===== src/rtl/ysyx_23060332_lsu_pkg.sv =====
// ysyx_23060332_lsu_pkg: op encoding, bus widths and FSM states shared by the LSU
package ysyx_23060332_lsu_pkg;
    localparam int MEM_ADDR_W = 32;
    localparam int MEM_DATA_W = 32;
    localparam int LSU_OP_W   = 4;

    localparam int OP_STORE = 3;
    localparam int OP_UNS   = 2;

    localparam logic [1:0] SZ_B = 2'b00;
    localparam logic [1:0] SZ_H = 2'b01;
    localparam logic [1:0] SZ_W = 2'b10;

    localparam logic [LSU_OP_W-1:0] OP_LB  = 4'b0000;
    localparam logic [LSU_OP_W-1:0] OP_LH  = 4'b0001;
    localparam logic [LSU_OP_W-1:0] OP_LW  = 4'b0010;
    localparam logic [LSU_OP_W-1:0] OP_LBU = 4'b0100;
    localparam logic [LSU_OP_W-1:0] OP_LHU = 4'b0101;
    localparam logic [LSU_OP_W-1:0] OP_SB  = 4'b1000;
    localparam logic [LSU_OP_W-1:0] OP_SH  = 4'b1001;
    localparam logic [LSU_OP_W-1:0] OP_SW  = 4'b1010;

    typedef enum logic [1:0] {S_IDLE, S_REQ, S_RSP, S_DONE} lsu_state_e;
endpackage


===== src/rtl/ysyx_23060332_lsu_align.sv =====
// ysyx_23060332_lsu_align: fault detection, store lane placement and load extraction
module ysyx_23060332_lsu_align
    import ysyx_23060332_lsu_pkg::*;
(
    input  logic [LSU_OP_W-1:0]   op,
    input  logic [MEM_ADDR_W-1:0] addr,
    input  logic [MEM_DATA_W-1:0] wdata,
    input  logic [MEM_DATA_W-1:0] rdata,
    output logic                  fault,
    output logic [3:0]            wmask,
    output logic [MEM_DATA_W-1:0] wdata_sh,
    output logic [MEM_DATA_W-1:0] rdata_ext
);
    logic [1:0]            size;
    logic [MEM_DATA_W-1:0] rd_sh;

    // reserved encodings are folded into the fault so they never reach memory
    always_comb begin
        size      = op[1:0];
        fault     = (size == SZ_H && addr[0]) || (size == SZ_W && addr[1:0] != 2'b00) ||
                    size == 2'b11 || (op[OP_STORE] && op[OP_UNS]);
        wmask     = size == SZ_B ? 4'b0001 << addr[1:0] :
                    size == SZ_H ? 4'b0011 << addr[1:0] : 4'b1111;
        wdata_sh  = wdata << {addr[1:0], 3'b000};
        rd_sh     = rdata >> {addr[1:0], 3'b000};
        rdata_ext = size == SZ_B ? {{24{~op[OP_UNS] & rd_sh[7]}}, rd_sh[7:0]} :
                    size == SZ_H ? {{16{~op[OP_UNS] & rd_sh[15]}}, rd_sh[15:0]} : rd_sh;
    end
endmodule


===== src/rtl/ysyx_23060332_lsu.sv =====
// ysyx_23060332_lsu: single-outstanding load/store unit driving the data-memory request channel
module ysyx_23060332_lsu
    import ysyx_23060332_lsu_pkg::*;
(
    input  logic                  clk,
    input  logic                  rst_n,
    input  logic                  in_valid,
    output logic                  in_ready,
    input  logic [LSU_OP_W-1:0]   in_op,
    input  logic [MEM_ADDR_W-1:0] in_addr,
    input  logic [MEM_DATA_W-1:0] in_wdata,
    output logic                  mem_req_valid,
    input  logic                  mem_req_ready,
    output logic                  mem_wen,
    output logic [MEM_ADDR_W-1:0] mem_addr,
    output logic [MEM_DATA_W-1:0] mem_wdata,
    output logic [7:0]            mem_wmask,
    input  logic                  mem_rsp_valid,
    output logic                  mem_rsp_ready,
    input  logic [MEM_DATA_W-1:0] mem_rdata,
    output logic                  out_valid,
    input  logic                  out_ready,
    output logic [MEM_DATA_W-1:0] out_rdata,
    output logic                  out_fault
);
    lsu_state_e            state_q, state_d;
    logic [LSU_OP_W-1:0]   op_q, cur_op;
    logic [MEM_ADDR_W-1:0] addr_q, cur_addr;
    logic [MEM_DATA_W-1:0] wdata_q, rdata_q, wdata_sh, rdata_ext;
    logic                  fault_q, fault, is_req, is_store;
    logic [3:0]            wmask;

    // the fault check looks at the incoming op while idle; everything else uses latched fields
    assign cur_op   = state_q == S_IDLE ? in_op : op_q;
    assign cur_addr = state_q == S_IDLE ? in_addr : addr_q;

    ysyx_23060332_lsu_align u_align (
        .op        (cur_op),
        .addr      (cur_addr),
        .wdata     (wdata_q),
        .rdata     (mem_rdata),
        .fault     (fault),
        .wmask     (wmask),
        .wdata_sh  (wdata_sh),
        .rdata_ext (rdata_ext)
    );

    // state register
    always_ff @(posedge clk or negedge rst_n) begin
        if (!rst_n) state_q <= S_IDLE;
        else        state_q <= state_d;
    end

    // next-state: faults skip memory and go straight to the result
    always_comb begin
        state_d = state_q;
        unique case (state_q)
            S_IDLE: if (in_valid) state_d = fault ? S_DONE : S_REQ;
            S_REQ:  if (mem_req_ready) state_d = S_RSP;
            S_RSP:  if (mem_rsp_valid) state_d = S_DONE;
            S_DONE: if (out_ready) state_d = S_IDLE;
            default: state_d = S_IDLE;
        endcase
    end

    // latch the transaction on accept and capture load data on the response
    always_ff @(posedge clk or negedge rst_n) begin
        if (!rst_n) begin
            op_q    <= '0;
            addr_q  <= '0;
            wdata_q <= '0;
            rdata_q <= '0;
            fault_q <= 1'b0;
        end else if (state_q == S_IDLE && in_valid) begin
            op_q    <= in_op;
            addr_q  <= in_addr;
            wdata_q <= in_wdata;
            rdata_q <= '0;
            fault_q <= fault;
        end else if (state_q == S_RSP && mem_rsp_valid && !op_q[OP_STORE]) begin
            rdata_q <= rdata_ext;
        end
    end

    assign is_req        = state_q == S_REQ;
    assign is_store      = op_q[OP_STORE];
    assign in_ready      = state_q == S_IDLE;
    assign mem_req_valid = is_req;
    assign mem_wen       = is_req && is_store;
    assign mem_addr      = is_req ? {addr_q[MEM_ADDR_W-1:2], 2'b00} : '0;
    assign mem_wdata     = is_req && is_store ? wdata_sh : '0;
    assign mem_wmask     = is_req && is_store ? {4'b0000, wmask} : 8'h00;
    assign mem_rsp_ready = state_q == S_RSP;
    assign out_valid     = state_q == S_DONE;
    assign out_rdata     = state_q == S_DONE ? rdata_q : '0;
    assign out_fault     = state_q == S_DONE && fault_q;
endmodule


===== config.mk =====
export PLATFORM = sky130hd
export DESIGN_NAME = ysyx_23060332_lsu
export DESIGN_NICKNAME = d
export VERILOG_FILES = /design/src/rtl/ysyx_23060332_lsu_pkg.sv /design/src/rtl/ysyx_23060332_lsu_align.sv /design/src/rtl/ysyx_23060332_lsu.sv
export SDC_FILE = /design/constraint.sdc
export NUM_CORES = 1
export LEC_CHECK = 0
export CORE_ASPECT_RATIO = 1.75
export CORE_MARGIN = 2
export CORE_UTILIZATION = 43
export DETAILED_ROUTE_END_ITERATION = 10
export PLACE_DENSITY = 0.79
export SYNTH_ARGS = -nofsm -noshare
export SYNTH_HDL_FRONTEND = slang
export SYNTH_HIERARCHICAL = 1
export SYNTH_SLANG_ARGS = --single-unit

===== constraint.sdc =====
create_clock -name clk -period 2.3 [get_ports clk]
set_input_delay 0.345 -clock clk [delete_from_list [all_inputs] [get_ports clk]]
set_output_delay 0.345 -clock clk [all_outputs]
set_load 0.01 [all_outputs]

# After elaboration in Yosys (flattened, before gate mapping)
# Index checks and enable logic that the tools add are counted.
dict set report word_totals {
  ff_bits 103
  input_bits 106
  output_inout_bits 110
  wordCells 58
}
dict set report classes {
  n_eq_ne 10
  shift 4
  mux 18
  n_bitwise 3
  reduce_logical 17
}
# cell n
set op_table {}
lappend op_table {{$mux 32} 7}
lappend op_table {{$shl 32x5->32} 1}
lappend op_table {{$shr 32x5->32} 1}
lappend op_table {{$mux 4} 4}
lappend op_table {{$mux 2} 6}
lappend op_table {{$eq 2x2->1 const B} 4}
lappend op_table {{$logic_and 1x1->1} 8}
lappend op_table {{$pmux 2 s4} 1}
lappend op_table {{$ne 2x2->1 const B} 3}
lappend op_table {{$eq 2x1->1 const B} 2}
lappend op_table {{$logic_not 2->1} 2}
lappend op_table {{$reduce_and 4->1} 1}
lappend op_table {{$reduce_bool 2->1} 2}
lappend op_table {{$shl 1x2->4 const A} 1}
lappend op_table {{$shl 2x2->4 const A} 1}
lappend op_table {{$logic_or 1x1->1} 3}
lappend op_table {{$and 1x1->1} 2}
lappend op_table {{$ne 2x1->1 const B} 1}
lappend op_table {{$logic_not 1->1} 1}
lappend op_table {{$not 1->1} 1}

# Longest topological paths before layout
dict set report depth {
  depth_word 10
  mapped_depth 12
}

# Modules after synthesis
# Netlist, hierarchy kept.
# mod n_inst cells_per_inst area_each_um2 seq_area_each_um2
set by_module_without_submodules {}
lappend by_module_without_submodules {ysyx_23060332_lsu 1 615 5241.3 2577.5}
lappend by_module_without_submodules {ysyx_23060332_lsu_align 1 212 1363.8 0.0}

# Worst setup path after synthesis
# No wires, ideal clock.
dict set report synth_path {
  path_kind {reg2out}
  start {register state_q[0]}
  end {output port mem_wdata[17]}
  t_arrival_ns 2.311
  setup_slack_ns -0.356
  stages_incl_launch_ff 12
  cell_sequence {dfrtp_1 inv_1 ha_1 buf_2 mux2_2 buf_6 nor2b_1 buf_2 clkbuf_1 nand2_1 o21ai_0 and3_1}
}
dict set report synth_between {
  elab_chain_len 4
  elab_cells_between_ends 6
}
# element line
set synth_rtl {}
lappend synth_rtl {{start: declaration} ysyx_23060332_lsu.sv:26} ;# lsu_state_e state_q, state_d;
lappend synth_rtl {{start signal: assignment} ysyx_23060332_lsu.sv:51} ;# else state_q <= state_d;
lappend synth_rtl {{$logic_not 2->1} -}
lappend synth_rtl {{via in_ready} ysyx_23060332_lsu.sv:8} ;# output logic in_ready,
lappend synth_rtl {{$mux 2} ysyx_23060332_lsu.sv:35} ;# assign cur_addr = state_q == S_IDLE ? in_addr : addr_q;
lappend synth_rtl {{via cur_addr[1]} ysyx_23060332_lsu.sv:28} ;# logic [MEM_ADDR_W-1:0] addr_q, cur_addr;
lappend synth_rtl {{$shl 32x5->32} ysyx_23060332_lsu_align.sv:24} ;# wdata_sh = wdata << {addr[1:0], 3'b000};
lappend synth_rtl {{via wdata_sh[17]} ysyx_23060332_lsu.sv:29} ;# logic [MEM_DATA_W-1:0] wdata_q, rdata_q, wdata_sh, rdata_ext;
lappend synth_rtl {{$mux 32} ysyx_23060332_lsu.sv:91} ;# assign mem_wdata = is_req && is_store ? wdata_sh : '0;
lappend synth_rtl {{end: declaration} ysyx_23060332_lsu.sv:16} ;# output logic [MEM_DATA_W-1:0] mem_wdata,
# The timed path passes the listed nets, and every way through them passes these cells.

# Worst setup path after layout
dict set report layout_path {
  start {register state_q[1]}
  end {output port mem_wdata[29]}
}
dict set report layout_between {
  elab_chain_len 4
  elab_cells_between_ends 6
}
# element line
set layout_rtl {}
lappend layout_rtl {{$logic_not 2->1} ysyx_23060332_lsu.sv:35}
lappend layout_rtl {{$mux 2} ysyx_23060332_lsu.sv:35}
lappend layout_rtl {{via cur_addr[1]} ysyx_23060332_lsu.sv:28}
lappend layout_rtl {{$shl 32x5->32} ysyx_23060332_lsu_align.sv:24}
lappend layout_rtl {{via wdata_sh[29]} ysyx_23060332_lsu.sv:29}
lappend layout_rtl {{$mux 32} ysyx_23060332_lsu.sv:91}
# The timed path passes the listed nets, and every way through them passes these cells.

==> results.txt <==
Endpoints failing hold - 0
Critical Path Source Type - flop
Vias in the first global route - 6438
H-tree depth - 3
Fin nets - 1165
Most common cell after layout, fill and taps aside - nand2_1
Row count - 58
Relative slew slack - 60.7%
Syn Std Cell Area - 6250 um2
Most frequent cells in the layout - 277 x nand2_1, 107 x clkdlybuf4s50_1, 103 x dfrtp_1
Post-route ant nets - 0
Hold Slack - 0.435 ns
Crit end category - primary output
Synth-to-Final Area Change - 64.3%
Power density cells - 1420 nW/um2
Worst skew pair latency - 0.35 ns
Worst IR Drop VDD - 689 uV
Least-Margin Pin Slew - 0.587 ns
Buffers on Ports - 209
Leakage - 5.19 nW
Worst r2r path cells - 11
DR WL/cell - 18.1 um
Drt via density - 5.36
Ys Warns - 6
First-pass GRT wire length - 33.4 mm
I/O pin cnt - 216
Drt pass-1 iters - 7
Failing checks - negative setup slack
Crit path arrival time - 2.41 ns
Largest net degree at the start of global routing - 52
Total number of vias - 6618
DP Worst Slack - -0.404 ns
Final Worst Setup Slack - -0.456 ns
CP max FO - 7
Achievable Freq - 363 MHz
RSZ-0062 raised after global routing - yes
CTS tree - done
Data required time at the worst endpoint - 1.96 ns
Max-cap violations - 0
DRC Markers - 0
Crit path kind - reg -> out
Post-DP HPWL - 13.9 mm
Period utilization - 120%
Die height - 164 um
Setup slack, reg-to-reg - -0.33 ns
Core ar. - 14300 um2
Total gr overflow - 0
Layout cell share with drive strength beyond 1 - 27.8%
GRT Total Usage - 27.6%
Initial Utilization - 43.7%
Worst Hold Class - in -> async
Max Slew Vio Count - 0
Synth Instances - 794
Die width - 95.2 um
Final min period - 2.76 ns
TritonCTS Buffers - 9
Antenna violations before repair - 2
Clock tree buffer depth - 2
Iter 0 DRT Violations - 468
CTS clk-pin slew, worst paths - 0.08 ns
Worst R2R End - rdata_q[24]$_DFFE_PN0P_
Avg Inst Size Synth - 7.87 um2
Sinks on Clock Net - 103
Final setup skew - 0.00984 ns
Outcome - finished, violations left
Die area - 15600 um2
Final setup fails - 67
Layout filler cell count - 1019
CTS root buf - clkbuf_16
RD Place Congestion - 0.889
Total wire length - 22.4 mm
FF-to-FF Start - state_q[1]$_DFFE_PN0P_
[power by group]
group	switching (W)	total, W	internal (W)
logic	0.00497	0.00994	0.00497
clock network	0.000707	0.00162	0.000912
registers	0.000503	0.00306	0.00256
[final cells by class]
cell class | instances | area (um2) | share of cell area [%]
clock inverter | 5 | 63.8 | 0.621
antenna | 2 | 5.00 | 0.0487
tap | 180 | 225 | 2.19
sequential | 103 | 2580 | 25.1
timing repair buffer | 304 | 3100 | 30.1
inverter | 7 | 33.8 | 0.329
clock buffer | 11 | 253 | 2.46
multi-input combinational | 623 | 4020 | 39.1
[worst max-delay path, stage by stage, from the launching register on]
cell	delay [ns]
dfrtp_1	0.39
inv_2	0.08
ha_4	0.16
mux2_4	0.39
buf_4	0.20
buf_16	0.14
mux2i_2	0.25
a21oi_1	0.14
and3_1	0.17
buf_2	0.14
[how the worst max path moves through the flow]
stage,slack (ns),to,start,depth (start not counted)
after floorplan,-0.02,mem_wmask[2],state_q[1]$_DFFE_PN0P_,11
after global placement,-0.38,rdata_q[24]$_DFFE_PN0P_,in_addr[1],10
after detailed placement,-0.40,mem_wmask[2],in_addr[0],8
after CTS,-0.35,mem_wmask[2],state_q[0]$_DFFE_PN0P_,10
after global routing,-0.46,mem_wdata[29],state_q[0]$_DFFE_PN0P_,9
final,-0.46,mem_wdata[29],state_q[1]$_DFFE_PN0P_,9
[per-layer routing]
layer / GRT usage (%) / wire (um) / vias up
li1: - / - / 3067
met1: 32.1 / 8090 / 3171
met2: 47.5 / 11700 / 301
met3: 3.92 / 1300 / 79
met4: 15.9 / 1280 / 0
met5: 0 / 0 / -
[repair_timing]
| item | in CTS | in global routing |
|---|---|---|
| cloned | 10 | 0 |
| hold buffers | 1 | 0 |
| pin swaps | 65 | 38 |
| endpoints found under the setup margin | 96 | 75 |
| endpoints found under the hold margin | 23 | 0 |
| resized for setup | 319 | 113 |
| buffers inserted | 30 | 11 |
[sequential cells by signal (all words and copies together) (netlist names)]
register	count
addr_q	32
rdata_q	32
wdata_q	32
state_q	2
fault_q	1
op_q	4
[through the flow]
step | utilization [%] | std cells | TNS, ns | power [W] | area (um2)
final | 71.8 | 1235 | -17.19 | 0.0146 | 10300
after global routing | 71.8 | 1235 | -21.98 | 0.0154 | 10300
after CTS | 68.6 | 1230 | -14.92 | 0.0135 | 9810
after detailed placement | 61.6 | 1173 | -17.29 | 0.00986 | 8810
after global placement | 61.6 | 1173 | -16.77 | 0.00973 | 8810
after floorplan | - | 799 | -0.271 | 0.00729 | 6390
No activity file was read; power rests on OpenSTA's default activity.
